File: src/rtl/snn_result_reporter_if.sv
`default_nettype none
// ============================================================================
// Module      : snn_result_reporter_if
// Description : Bundles the signals between the SNN core, the result
//               reporter and the UART transmitter.
//               master : the reporter. Core handshake (done, digit) and
//                        tx_rdy in; tx_start, tx_data, led, busy,
//                        fifo_count, overflow out.
//               slave  : the surrounding system (core, UART, status logic).
// Revision    : 1.0 - initial release
// ============================================================================
interface snn_result_reporter_if #(
   parameter int DIGIT_W    = 4,
   parameter int FIFO_DEPTH = 4,
   parameter int LED_W      = 8
);
   localparam int c_cnt_w = $clog2(FIFO_DEPTH + 1);

   logic                done;
   logic [DIGIT_W-1:0]  digit;
   logic                tx_rdy;
   logic                tx_start;
   logic [7:0]          tx_data;
   logic [LED_W-1:0]    led;
   logic                busy;
   logic [c_cnt_w-1:0]  fifo_count;
   logic                overflow;

   modport master (
      input  done, digit, tx_rdy,
      output tx_start, tx_data, led, busy, fifo_count, overflow
   );

   modport slave (
      output done, digit, tx_rdy,
      input  tx_start, tx_data, led, busy, fifo_count, overflow
   );
endinterface
`default_nettype wire

File: src/rtl/snn_result_reporter.sv
`default_nettype none
// ============================================================================
// Module      : snn_result_reporter
// Description : Result back end for the SNN top level. Each done pulse
//               updates the LED register and queues the ASCII code of the
//               result ('0'.. or '?') in a small FIFO; an FSM drains the
//               FIFO to the UART transmitter, optionally followed by CR/LF.
// Ports       : clk  - system clock
//               rst  - asynchronous active-high reset
//               bus  - snn_result_reporter_if.master (done/digit in,
//                      tx_rdy in, tx_start/tx_data out, led, busy,
//                      fifo_count, overflow out); all outputs registered
// Revision    : 1.0 - initial release
// ============================================================================
module snn_result_reporter #(
   parameter int DIGIT_W     = 4,
   parameter int NUM_CLASSES = 10,
   parameter int FIFO_DEPTH  = 4,
   parameter int APPEND_CRLF = 1,
   parameter int LED_W       = 8
) (
   input  logic                  clk,
   input  logic                  rst,
   snn_result_reporter_if.master bus
);
   localparam int c_cnt_w = $clog2(FIFO_DEPTH + 1);
   localparam int c_ptr_w = $clog2(FIFO_DEPTH);

   typedef enum logic [2:0] {
      S_IDLE  = 3'd0,
      S_CHR   = 3'd1,
      S_CHR_W = 3'd2,
      S_CR    = 3'd3,
      S_CR_W  = 3'd4,
      S_LF    = 3'd5,
      S_LF_W  = 3'd6
   } state_t;

   state_t               r_state;
   state_t               w_state_nx;
   logic                 r_tx_start;
   logic                 w_tx_start_nx;
   logic [7:0]           r_tx_data;
   logic [7:0]           w_tx_data_nx;
   logic                 w_pop;

   logic [7:0]           r_mem [FIFO_DEPTH];
   logic [c_ptr_w-1:0]   r_wr_ptr;
   logic [c_ptr_w-1:0]   r_rd_ptr;
   logic [c_cnt_w-1:0]   r_count;
   logic [c_cnt_w-1:0]   w_count_nx;
   logic                 w_full;
   logic                 w_push;
   logic [7:0]           w_code;

   logic [LED_W-1:0]     r_led;
   logic                 r_busy;
   logic                 w_busy_nx;
   logic                 r_overflow;

   // Out-of-range results are reported as '?'.
   assign w_code = (int'(bus.digit) < NUM_CLASSES) ? (8'(bus.digit) + 8'h30) : 8'h3F;

   // A pop launched this cycle frees a slot, so a full FIFO still accepts
   // the push. Pop only happens when non-empty, so no empty read-through.
   assign w_full     = (r_count == c_cnt_w'(FIFO_DEPTH));
   assign w_push     = bus.done && (!w_full || w_pop);
   assign w_count_nx = r_count + c_cnt_w'(w_push) - c_cnt_w'(w_pop);

   // busy is registered, so it is derived from the next-state values.
   assign w_busy_nx = (w_count_nx != '0) || (w_state_nx != S_IDLE);

   // Next-state / output logic. In the wait states r_tx_start is still high
   // during the first cycle after a launch; that cycle ignores tx_rdy to
   // cover the transmitter's ready-deassert latency.
   always_comb begin
      w_state_nx    = r_state;
      w_tx_start_nx = 1'b0;
      w_tx_data_nx  = r_tx_data;
      w_pop         = 1'b0;
      case (r_state)
         S_IDLE: begin
            if ((r_count != '0) && bus.tx_rdy) begin
               w_pop         = 1'b1;
               w_tx_start_nx = 1'b1;
               w_tx_data_nx  = r_mem[r_rd_ptr];
               w_state_nx    = S_CHR_W;
            end
         end
         S_CHR_W: begin
            if (!r_tx_start && bus.tx_rdy)
               w_state_nx = (APPEND_CRLF != 0) ? S_CR : S_IDLE;
         end
         S_CR: begin
            w_tx_start_nx = 1'b1;
            w_tx_data_nx  = 8'h0D;
            w_state_nx    = S_CR_W;
         end
         S_CR_W: begin
            if (!r_tx_start && bus.tx_rdy)
               w_state_nx = S_LF;
         end
         S_LF: begin
            w_tx_start_nx = 1'b1;
            w_tx_data_nx  = 8'h0A;
            w_state_nx    = S_LF_W;
         end
         S_LF_W: begin
            if (!r_tx_start && bus.tx_rdy)
               w_state_nx = S_IDLE;
         end
         // The character launch is folded into IDLE, so CHR is never
         // entered; it and any illegal encoding recover to IDLE.
         default: w_state_nx = S_IDLE;
      endcase
   end

   always_ff @(posedge clk or posedge rst) begin
      if (rst) begin
         r_state    <= S_IDLE;
         r_tx_start <= 1'b0;
         r_tx_data  <= 8'h00;
         r_wr_ptr   <= '0;
         r_rd_ptr   <= '0;
         r_count    <= '0;
         r_led      <= '0;
         r_busy     <= 1'b0;
         r_overflow <= 1'b0;
      end else begin
         r_state    <= w_state_nx;
         r_tx_start <= w_tx_start_nx;
         r_tx_data  <= w_tx_data_nx;
         r_count    <= w_count_nx;
         r_busy     <= w_busy_nx;
         if (w_push)
            r_wr_ptr <= r_wr_ptr + c_ptr_w'(1);
         if (w_pop)
            r_rd_ptr <= r_rd_ptr + c_ptr_w'(1);
         if (bus.done)
            r_led <= LED_W'(bus.digit);
         if (bus.done && !w_push)
            r_overflow <= 1'b1;
      end
   end

   // Queue storage needs no reset: entries are only read behind r_count.
   always_ff @(posedge clk) begin
      if (w_push)
         r_mem[r_wr_ptr] <= w_code;
   end

   assign bus.tx_start   = r_tx_start;
   assign bus.tx_data    = r_tx_data;
   assign bus.led        = r_led;
   assign bus.busy       = r_busy;
   assign bus.fifo_count = r_count;
   assign bus.overflow   = r_overflow;
endmodule
`default_nettype wire

File: src/flat_wrapper.sv
// flat-port wrapper written by rule: the top's interface ports become plain ports
module snn_result_reporter_flat 
#(
   parameter int DIGIT_W     = 4,
   parameter int NUM_CLASSES = 10,
   parameter int FIFO_DEPTH  = 4,
   parameter int APPEND_CRLF = 1,
   parameter int LED_W       = 8
)
  (clk, rst, bus_done, bus_digit, bus_tx_rdy, bus_tx_start, bus_tx_data, bus_led, bus_busy, bus_fifo_count, bus_overflow);
  snn_result_reporter_if #(.DIGIT_W(DIGIT_W), .FIFO_DEPTH(FIFO_DEPTH), .LED_W(LED_W)) bus_i ();
  input  logic clk;
  input  logic rst;
  input wire logic [$bits(bus_i.done)-1:0] bus_done;
  input wire logic [$bits(bus_i.digit)-1:0] bus_digit;
  input wire logic [$bits(bus_i.tx_rdy)-1:0] bus_tx_rdy;
  output wire logic [$bits(bus_i.tx_start)-1:0] bus_tx_start;
  output wire logic [$bits(bus_i.tx_data)-1:0] bus_tx_data;
  output wire logic [$bits(bus_i.led)-1:0] bus_led;
  output wire logic [$bits(bus_i.busy)-1:0] bus_busy;
  output wire logic [$bits(bus_i.fifo_count)-1:0] bus_fifo_count;
  output wire logic [$bits(bus_i.overflow)-1:0] bus_overflow;
  assign bus_i.done = bus_done;
  assign bus_i.digit = bus_digit;
  assign bus_i.tx_rdy = bus_tx_rdy;
  assign bus_tx_start = bus_i.tx_start;
  assign bus_tx_data = bus_i.tx_data;
  assign bus_led = bus_i.led;
  assign bus_busy = bus_i.busy;
  assign bus_fifo_count = bus_i.fifo_count;
  assign bus_overflow = bus_i.overflow;
  snn_result_reporter #(.DIGIT_W(DIGIT_W), .NUM_CLASSES(NUM_CLASSES), .FIFO_DEPTH(FIFO_DEPTH), .APPEND_CRLF(APPEND_CRLF), .LED_W(LED_W)) u_core (.clk(clk), .rst(rst), .bus(bus_i));
endmodule
File: config.mk
export PLATFORM = sky130hd
export DESIGN_NAME = snn_result_reporter_flat
export DESIGN_NICKNAME = d
export VERILOG_FILES = /design/src/rtl/snn_result_reporter_if.sv /design/src/rtl/snn_result_reporter.sv /design/src/flat_wrapper.sv
export SDC_FILE = /design/constraint.sdc
export NUM_CORES = 1
export LEC_CHECK = 0
export CORE_UTILIZATION = 50
export DETAILED_ROUTE_END_ITERATION = 8
export GPL_TIMING_DRIVEN = 0
export HOLD_SLACK_MARGIN = 0.02
export MAX_ROUTING_LAYER = met4
export PLACE_DENSITY = 0.76
export SLEW_MARGIN = 25
export SYNTH_ARGS = -nofsm -noshare
export SYNTH_HDL_FRONTEND = slang
export SYNTH_SLANG_ARGS = --single-unit
File: constraint.sdc
create_clock -name clk -period 2.64 [get_ports clk]
set_input_delay 0.528 -clock clk [delete_from_list [all_inputs] [get_ports clk]]
set_output_delay 0.528 -clock clk [all_outputs]
set_load 0.01 [all_outputs]
After elaboration in Yosys (flattened, before gate mapping)
Memories as Yosys holds them, arrays and structs flattened.
Index checks and enable logic that the tools add are counted.
{"block": "word_totals", "register_bits": 25, "memories": 1, "out_inout_bits": 22, "elab_cells": 52, "mem_bits_rw": 32, "input_bits": 8}
{"name": "u_core.r_mem", "depth": 4, "width": 8, "rd": 1, "rd_clocked_by_memory_dff": 0, "wr": 1, "line": "snn_result_reporter.sv:47", "source": "logic [7:0] r_mem [FIFO_DEPTH];"}
{"block": "classes", "add_sub_neg": 5, "n_mux": 13, "order_cmp": 1, "n_reduce_logical": 16, "eq_ne": 7}
{"operator": "$pmux W8 S3", "n": 1}
{"operator": "$pmux W3 S6", "n": 1}
{"operator": "$mux W8", "n": 2}
{"operator": "$eq A3 B3 Y1 const B", "n": 4}
{"operator": "$mux W3", "n": 4}
{"operator": "$reduce_bool A3 Y1", "n": 4}
{"operator": "$add A4 B6 Y7 const B", "n": 1}
{"operator": "$eq A3 B2 Y1 const B", "n": 2}
{"operator": "$add A2 B1 Y2 const B", "n": 2}
{"operator": "$logic_and A1 B1 Y1", "n": 4}
{"operator": "$lt A4 B4 Y1 const B", "n": 1}
{"operator": "$mux W1", "n": 4}
{"operator": "$add A3 B1 Y3", "n": 1}
{"operator": "$logic_not A1 Y1", "n": 3}
{"operator": "$logic_not A3 Y1", "n": 1}
{"operator": "$sub A3 B1 Y3", "n": 1}
{"operator": "$logic_or A1 B1 Y1", "n": 2}
{"operator": "$ne A2 B1 Y1 const B", "n": 1}
{"operator": "$pmux W1 S2", "n": 1}
{"operator": "$reduce_and A2 Y1", "n": 1}
{"operator": "$reduce_or A2 Y1", "n": 1}

Depth between registers and ports, before layout
{"block": "logic_depth", "ltp_word": 10, "mapped_depth": 10, "depth_no_buf": 9}

Least setup slack after synthesis
OpenSTA, ideal clock, no wires.
{"block": "synth_path", "path_type": "register -> register", "start": "register u_core.r_count[1] (netlist: u_core.bus.fifo_count[1])", "end": "register u_core.r_busy (netlist: u_core.bus.busy)", "stages_incl_launch_ff": 10, "arrival_time_ns": 2.239, "setup_time_ns": 0.139, "path_slack_ns": 0.262, "n_path_buf": 0, "period_less_slack_ns": 2.378, "t_required_ns": 2.501, "cell_sequence": "dfrtp_1 -> or3_1 -> nand3_1 -> inv_1 -> ha_1 -> inv_1 -> ha_1 -> fa_1 -> xnor2_1 -> o2111ai_1"}
{"block": "synth_between", "elab_chain_cells": 10, "elab_cells_between_ends": 15, "classes_between": "add/sub: 2; eq/ne: 1; mux: 4; reduce/logical: 8"}
{"element": "start, declared", "line": "snn_result_reporter.sv:50", "source": "logic [c_cnt_w-1:0] r_count;"}
{"element": "start signal, assigned", "line": "snn_result_reporter.sv:133", "source": "r_count <= w_count_nx;"}
{"element": "$reduce_bool A3 Y1 *", "line": "snn_result_reporter.sv:83", "source": "if ((r_count != '0) && bus.tx_rdy) begin"}
{"element": "$logic_and A1 B1 Y1 *", "line": "snn_result_reporter.sv:83"}
{"element": "$mux W1 *", "line": "snn_result_reporter.sv:83"}
{"element": "$mux W1 *", "line": "snn_result_reporter.sv:81", "source": "case (r_state)"}
{"element": "net u_core.w_pop", "line": "snn_result_reporter.sv:45", "source": "logic w_pop;"}
{"element": "$logic_or A1 B1 Y1", "line": "snn_result_reporter.sv:67", "source": "assign w_push = bus.done && (!w_full || w_pop);"}
{"element": "$logic_and A1 B1 Y1", "line": "snn_result_reporter.sv:67"}
{"element": "$add A3 B1 Y3", "line": "snn_result_reporter.sv:68", "source": "assign w_count_nx = r_count + c_cnt_w'(w_push) - c_cnt_w'(w_pop);"}
{"element": "$sub A3 B1 Y3 *", "line": "snn_result_reporter.sv:68"}
{"element": "$reduce_bool A3 Y1 *", "line": "snn_result_reporter.sv:71", "source": "assign w_busy_nx = (w_count_nx != '0) || (w_state_nx != S_IDLE);"}
{"element": "$logic_or A1 B1 Y1 *", "line": "snn_result_reporter.sv:71"}
{"element": "net u_core.w_busy_nx", "line": "snn_result_reporter.sv:58", "source": "logic w_busy_nx;"}
{"element": "end signal, assigned", "line": "snn_result_reporter.sv:134", "source": "r_busy <= w_busy_nx;"}
{"element": "end, declared", "line": "snn_result_reporter.sv:57", "source": "logic r_busy;"}
The timed path passes the listed nets; every way through them passes the cells marked *.
A chain may end at the register's enable or synchronous reset.

Worst setup path after layout
{"block": "layout_path", "start": "input port bus_tx_rdy", "end": "register u_core.r_busy (netlist: u_core.bus.busy)"}
{"block": "layout_between", "elab_chain_cells": 9, "elab_cells_between_ends": 16, "classes_between": "add/sub: 2; mux: 7; reduce/logical: 7"}
{"element": "start, declared", "line": "flat_wrapper.sv:16", "source": "input wire logic [$bits(bus_i.tx_rdy)-1:0] bus_tx_rdy;"}
{"element": "$logic_and A1 B1 Y1", "line": "snn_result_reporter.sv:83"}
{"element": "$mux W1", "line": "snn_result_reporter.sv:83"}
{"element": "$mux W1", "line": "snn_result_reporter.sv:81"}
{"element": "$logic_or A1 B1 Y1", "line": "snn_result_reporter.sv:67"}
{"element": "$logic_and A1 B1 Y1", "line": "snn_result_reporter.sv:67"}
{"element": "net u_core.w_push", "line": "snn_result_reporter.sv:53", "source": "logic w_push;"}
{"element": "$add A3 B1 Y3", "line": "snn_result_reporter.sv:68"}
{"element": "$sub A3 B1 Y3", "line": "snn_result_reporter.sv:68"}
{"element": "net u_core.w_count_nx[1]", "line": "snn_result_reporter.sv:51", "source": "logic [c_cnt_w-1:0] w_count_nx;"}
{"element": "$reduce_bool A3 Y1", "line": "snn_result_reporter.sv:71"}
{"element": "$logic_or A1 B1 Y1", "line": "snn_result_reporter.sv:71"}
{"element": "net u_core.w_busy_nx", "line": "snn_result_reporter.sv:58"}
The timed path passes the listed nets, and every way through them passes these cells.

==> impl_metrics.py <==
metrics = {
    "die": {
        "core_um2": 3390,
        "placementRows": 21,
        "initial_core_util_pct": 52.97,
        "die_y_um": 61.93,
        "ios": 30,
        "fp.dieW_um": 61.93,
        "dieArea_um2": 3835,
    },
    "place": {
        "pre_cts_ws_ns": -0.3521,
        "io_buffers": 23,
        "routabilityCongestion": 0.8564,
        "dp.cells": 208,
        "hpwl_um": 2298,
    },
    "run": {
        "max-cap-violations": 0,
    },
    "timing": {
        "fin_ws_ns": 0.1396,
        "post-route-period-util_pct": 94.71,
        "final.setup.tns_ns": 0,
        "worstMarginPinSlew_ns": 0.8555,
        "hold_viol_final": 0,
        "relSlewSlack_pct": 42.91,
        "finClkSkew_ns": 0.01326,
        "max_freq_mhz": 399.9,
        "setup_viol": 0,
        "finalMaxSlewViolations": 0,
        "period_minus_slack_ns": 2.500,
        "hold_ws_ns": 0.4733,
        "rsz0062_at_grt": "no",
    },
    "setup_path": {
        "critPathMaxFanout": 7,
        "cp-start-kind": "input port",
        "path_class": "input port to flip-flop",
        "worstPathRequired_ns": 2.84,
        "worst_setup_path_end_kind": "flip-flop",
        "worstPathArrival_ns": 2.70,
    },
    "global_route": {
        "grt_pass1_vias": 1035,
        "grt_use_total_pct": 18.59,
        "antenna_found_initial": 0,
        "grt_pass1_wl_um": 4602,
        "grt_max_degree": 23,
        "grt_overflow_total": 0,
    },
    "finish": {
        "fin_nets": 185,
        "n_antenna_cell": 0,
        "drive_gt1_share_pct": 22.22,
        "area_growth_pct": 23.00,
        "final_common_cell": "clkdlybuf4s50_1",
        "fin_cells": 217,
        "final_cell_mix": "clkdlybuf4s50_1, dfrtp_1, edfxtp_1, inv_1, buf_4",
    },
    "synthesis": {
        "async_flop_share_pct": 57.89,
        "yosysSeqAreaShare_pct": 57.42,
        "synth_warnings": 0,
        "synth_ff_type": "dfrtp_1",
        "synth_area_um2": 1795,
        "synth_enable_flop_cells": 16,
        "synth-seq-cells": 38,
        "yosys.area.top_type": "dfrtp_1",
        "avgSynthCellArea_um2": 13.40,
        "synth_top_cell_area_share_pct": 30.66,
        "synthTopCellsByArea": "dfrtp_1, edfxtp_1, mux4_2",
        "ys_types": 40,
        "syn_inst": 134,
    },
    "clock_network": {
        "cts_made_buffers": 5,
        "clockBufferDepth": 2,
        "holdBufCountCts": 0,
        "cts_max_level": 2,
        "insertion_delay_ns": 0.34,
        "cts_sinks": 38,
        "cts_tree": "done",
        "cts-root-buf": "clkbuf_4",
        "clk_pin_slew_worst_paths_ns": 0.10,
    },
    "detailed_routing": {
        "wire_per_inst_um": 13.59,
        "drtAntennaViolNets": 0,
        "totalWireLength_um": 2948,
        "drt_pass1_iterations": 4,
        "drc": 0,
        "via_count": 1071,
        "viasPerCell": 4.935,
        "drt_iter0_markers": 22,
    },
    "pwr": {
        "leakagePower_nw": 0.9149,
        "powerDensity_nw_per_um2": 1048,
        "power.total_mw": 2.315,
        "irDropWorstVdd_mv": 0.6274,
    },
    "min_path": {
        "min_path_type": "flip-flop to flip-flop",
    },
    "outcome": {
        "status": "completed",
    },
}
-- layer usage --
layer	global-route usage (%)	routed length (µm)
met5	-	0
met1	19.61	1227
met4	10.16	56
met2	29.95	1526
met3	7.246	137
-- flip-flops by register name, summed over array words and instances (netlist names) --
signal	cells
u_core.bus.tx_data	5
u_core.bus.busy	1
u_core.r_rd_ptr	2
u_core.bus.led	4
u_core.bus.fifo_count	3
u_core.r_wr_ptr	2
u_core.r_mem	16
u_core.r_state	3
u_core.bus.overflow	1
u_core.bus.tx_start	1
-- synthesized netlist by cell type (2+ instances only) --
| library cell | number |
|---|---|
| dfrtp_1 | 22 |
| edfxtp_1 | 16 |
| inv_1 | 11 |
| buf_4 | 7 |
| ha_1 | 6 |
| nand2_1 | 5 |
| nor2_1 | 5 |
| and2_2 | 4 |
| clkbuf_1 | 4 |
| mux2_2 | 4 |
| mux4_2 | 4 |
| nor3_1 | 4 |
| xnor2_1 | 4 |
| a21o_1 | 3 |
| a21oi_1 | 2 |
| a221oi_1 | 2 |
| a31oi_1 | 2 |
| buf_6 | 2 |
| nand2b_1 | 2 |
| nand3b_1 | 2 |
| nor3b_1 | 2 |
| o21ai_0 | 2 |
| xor2_1 | 2 |
-- logic make-up (layout without fill, tap and decap cells) --
family | count (synthesis) | after routing | synth area share, %
fa+ha+maj | 7 | 7 | 5.296
other cells | 1 | 6 | 0.2089
compound gates | 19 | 19 | 8.711
simple gates | 28 | 28 | 8.989
mux | 10 | 10 | 8.920
buf+inv | 25 | 57 | 7.526
flops | 38 | 38 | 57.42
xor+xnor | 6 | 6 | 2.927
-- layout make-up --
type                    instances  area (µm²)
repair buffers                 24       237.7
inverters                      12       45.04
clock buffers                   6       41.29
flip-flops and latches         38        1031
multi-input cells              76       668.1
well taps                      46       57.56
fillers                       276        1181
clock inverters                 2       37.54
plain buffers                  13       90.09
-- report_power, final --
part,leakage [nW],internal (mW),switching (mW)
combinational,0.479,0.528,0.471
sequential,0.397,0.808,0.126
clock,0.0385,0.200,0.182
total,0.915,1.54,0.779
-- critical path, cell delays in order --
cell	delay, ns
clkdlybuf4s50_1	0.50
or4b_4	0.47
buf_6	0.15
a31oi_4	0.18
ha_1	0.19
fa_1	0.43
nor2_1	0.13
o2111ai_1	0.12
-- worst paths after layout --
path                                               startpoint  slack [ns]                       endpoint  depth (start not counted)
hold / removal                  u_core.bus.tx_start$_DFF_PP0_        0.47    u_core.r_state[0]$_DFF_PP0_                          1
max in group asynchronous                                 rst        1.45  u_core.bus.tx_start$_DFF_PP0_                          2
setup / recovery                                   bus_tx_rdy        0.14      u_core.bus.busy$_DFF_PP0_                          8
min in group asynchronous                                 rst        0.65  u_core.bus.led[0]$_DFFE_PP0P_                          2
setup reg to reg           u_core.bus.fifo_count[1]$_DFF_PP0_        0.15      u_core.bus.busy$_DFF_PP0_                          9
hold reg to reg                 u_core.bus.tx_start$_DFF_PP0_        0.47    u_core.r_state[0]$_DFF_PP0_                          1
-- stage by stage --
step | instance area [µm²] | utilization, %
after floorplan | 1814 | -
after CTS | 2181 | 64.34
after detailed placement | 2102 | 62.02
final | 2208 | 65.15
after global placement | 2102 | 62.02
after global routing | 2208 | 65.15
-- timing repair --
action,CTS,global route
setup endpoints to repair,0,2
buffers inserted,0,1
gates resized for setup,0,5
Power figures use the tool's default switching activity.
==> edit: new RTL, same flow settings <==
`LED_W` is set to 8 in 3 places; all go to 7.
--- a/src/rtl/snn_result_reporter_if.sv
+++ b/src/rtl/snn_result_reporter_if.sv
@@ -13,5 +13,5 @@
    parameter int DIGIT_W    = 4,
    parameter int FIFO_DEPTH = 4,
-   parameter int LED_W      = 8
+   parameter int LED_W      = 7
 );
    localparam int c_cnt_w = $clog2(FIFO_DEPTH + 1);
--- a/src/rtl/snn_result_reporter.sv
+++ b/src/rtl/snn_result_reporter.sv
@@ -18,5 +18,5 @@
    parameter int FIFO_DEPTH  = 4,
    parameter int APPEND_CRLF = 1,
-   parameter int LED_W       = 8
+   parameter int LED_W       = 7
 ) (
    input  logic                  clk,
--- a/src/flat_wrapper.sv
+++ b/src/flat_wrapper.sv
@@ -6,5 +6,5 @@
    parameter int FIFO_DEPTH  = 4,
    parameter int APPEND_CRLF = 1,
-   parameter int LED_W       = 8
+   parameter int LED_W       = 7
 )
   (clk, rst, bus_done, bus_digit, bus_tx_rdy, bus_tx_start, bus_tx_data, bus_led, bus_busy, bus_fifo_count, bus_overflow);
Interface: changed (resized bus_led); port bits go from 30 to 29. No check against the original RTL was run, so the function may have changed too.
==> edit against the unedited design <==
Design area increased by 1.3%; total power increased by 7.6%; critical path type is now reg2reg; sequential cell count unchanged; synthesized area decreased by 0.42%; wire length increased by 5.7%; worst setup slack got worse by 0.033 ns; clock skew decreased by 0.0026 ns; largest power group unchanged.
==> edit: results (changes against the unedited design) <==
status completed; NonClk Buf Share 14.3% (-0.53 points); Synth async-reset ratio 57.9% (unchanged); Compound-Gate Fraction of Synth Area 8.75% (+0.037 points); routability cong. 0.855 (-0.22%); worst-path fanout max 6 (-1); origin of the worst setup path u_core.bus.fifo_count[1]; seq_cells 38 (unchanged); CP delay by family, top adder cells; R2R Setup Slk 0.11 ns (-0.04 ns); initial drt markers 91 (+310%); vias in the first global route 1,071 (+3.5%); Fillers 253 (-8.3%); share of cells above drive strength 1 23.1% (+0.85 points); Leakage 0.932 nW (+1.9%); Synth area leaders dfrtp_1 31%, edfxtp_1 27%, mux4_2 5.0%, ha_1 4.2%, buf_4 2.5%; CP max stage delay 0.47 ns (-0.03 ns); Min Hold Slack 0.457 ns (-0.0158 ns); area of the multi-input gates 672 um2 (+0.56%); Post-Synth XOR/XNOR Area 2.94% (+0.012 points); sequential area share after synthesis 57.7% (+0.24 points); fin nets 183 (-1.1%); clk cell area share 4.98% (+1.4 points); Max Freq 395 MHz (-1.3%); clk_skew 0.0107 ns (-0.00259 ns); post-synthesis mux area share 8.96% (+0.037 points); slowest library cell on the worst path dfrtp_1; All-Layer GR Usage 19.7% (+1.1 points); multi-input gate count 75 (-1.3%); number of port buffers 23 (unchanged); first-pass GRT wire length 4940 um (+7.3%); Clock transition at path regs 0.12 ns (+0.02 ns); non-clock buffer count 36 (-2.7%); synth cell count leaders 22 x dfrtp_1, 16 x edfxtp_1, 11 x inv_1, 6 x buf_4, 6 x ha_1; adder-cell area share of the yosys netlist 5.32% (+0.022 points); Least-Margin Pin Slew 0.861 ns (+0.00549 ns); pre-CTS setup slack -0.405 ns (-0.0526 ns); WHS Path Cells 1 (unchanged); Synth warnings 0 (unchanged)
## edit: cell count changes after synthesis
cell,unedited run,this run
buf_4,7,6
## edit: where the power goes
part           switching (mW)  total (mW)  internal, mW
registers               0.130       0.937         0.808
logic                   0.495        1.04         0.547
clock network           0.191       0.512         0.321
total                   0.816        2.49          1.68
## edit: logic make-up (layout without fill, tap and decap cells)
group,Yosys count,after routing
AOI/OAI and AO/OA,19,19
buffers and inverters,24,56
DFF,38,38
and+or+nand+nor,28,28
xor gates and xnor gates,6,6
other,1,5
adders and majority gates,7,7
muxes,10,10
## edit: timing repair
| action | in CTS | in global routing |
|---|---|---|
| pin swaps | 0 | 1 |
| buffers inserted | 0 | 1 |
| setup endpoints to repair | 1 | 2 |
| gates resized for setup | 1 | 5 |
| hold buffers | 0 | 0 |
## edit: metrics by stage
step | std cells | cell area (um2) | util, % | power (mW)
after global routing | 215 | 2240 | 66.0 | 2.67
after global placement | 206 | 2090 | 61.7 | 1.88
after floorplan | 137 | 1800 | - | 1.59
after CTS | 214 | 2210 | 65.1 | 2.45
after detailed placement | 206 | 2090 | 61.7 | 1.94
final | 215 | 2240 | 66.0 | 2.49
## edit: worst reg2reg max path, cell delays in order, from the launching register on
cell       delay [ns]
dfrtp_1          0.47
or3_4            0.44
nand3_2          0.15
inv_1            0.06
ha_1             0.28
inv_1            0.05
ha_1             0.19
fa_1             0.42
xnor2_2          0.22
o2111ai_1        0.14
## edit: routing by layer
layer | vias to the layer above | global-route usage, % | share of wire (%)
met2 | 35 | 32.1 | 53
met1 | 527 | 21.6 | 40
met5 | - | - | 0
met3 | 11 | 5.38 | 4.8
met4 | 0 | 11.4 | 2.7
li1 | 528 | - | -
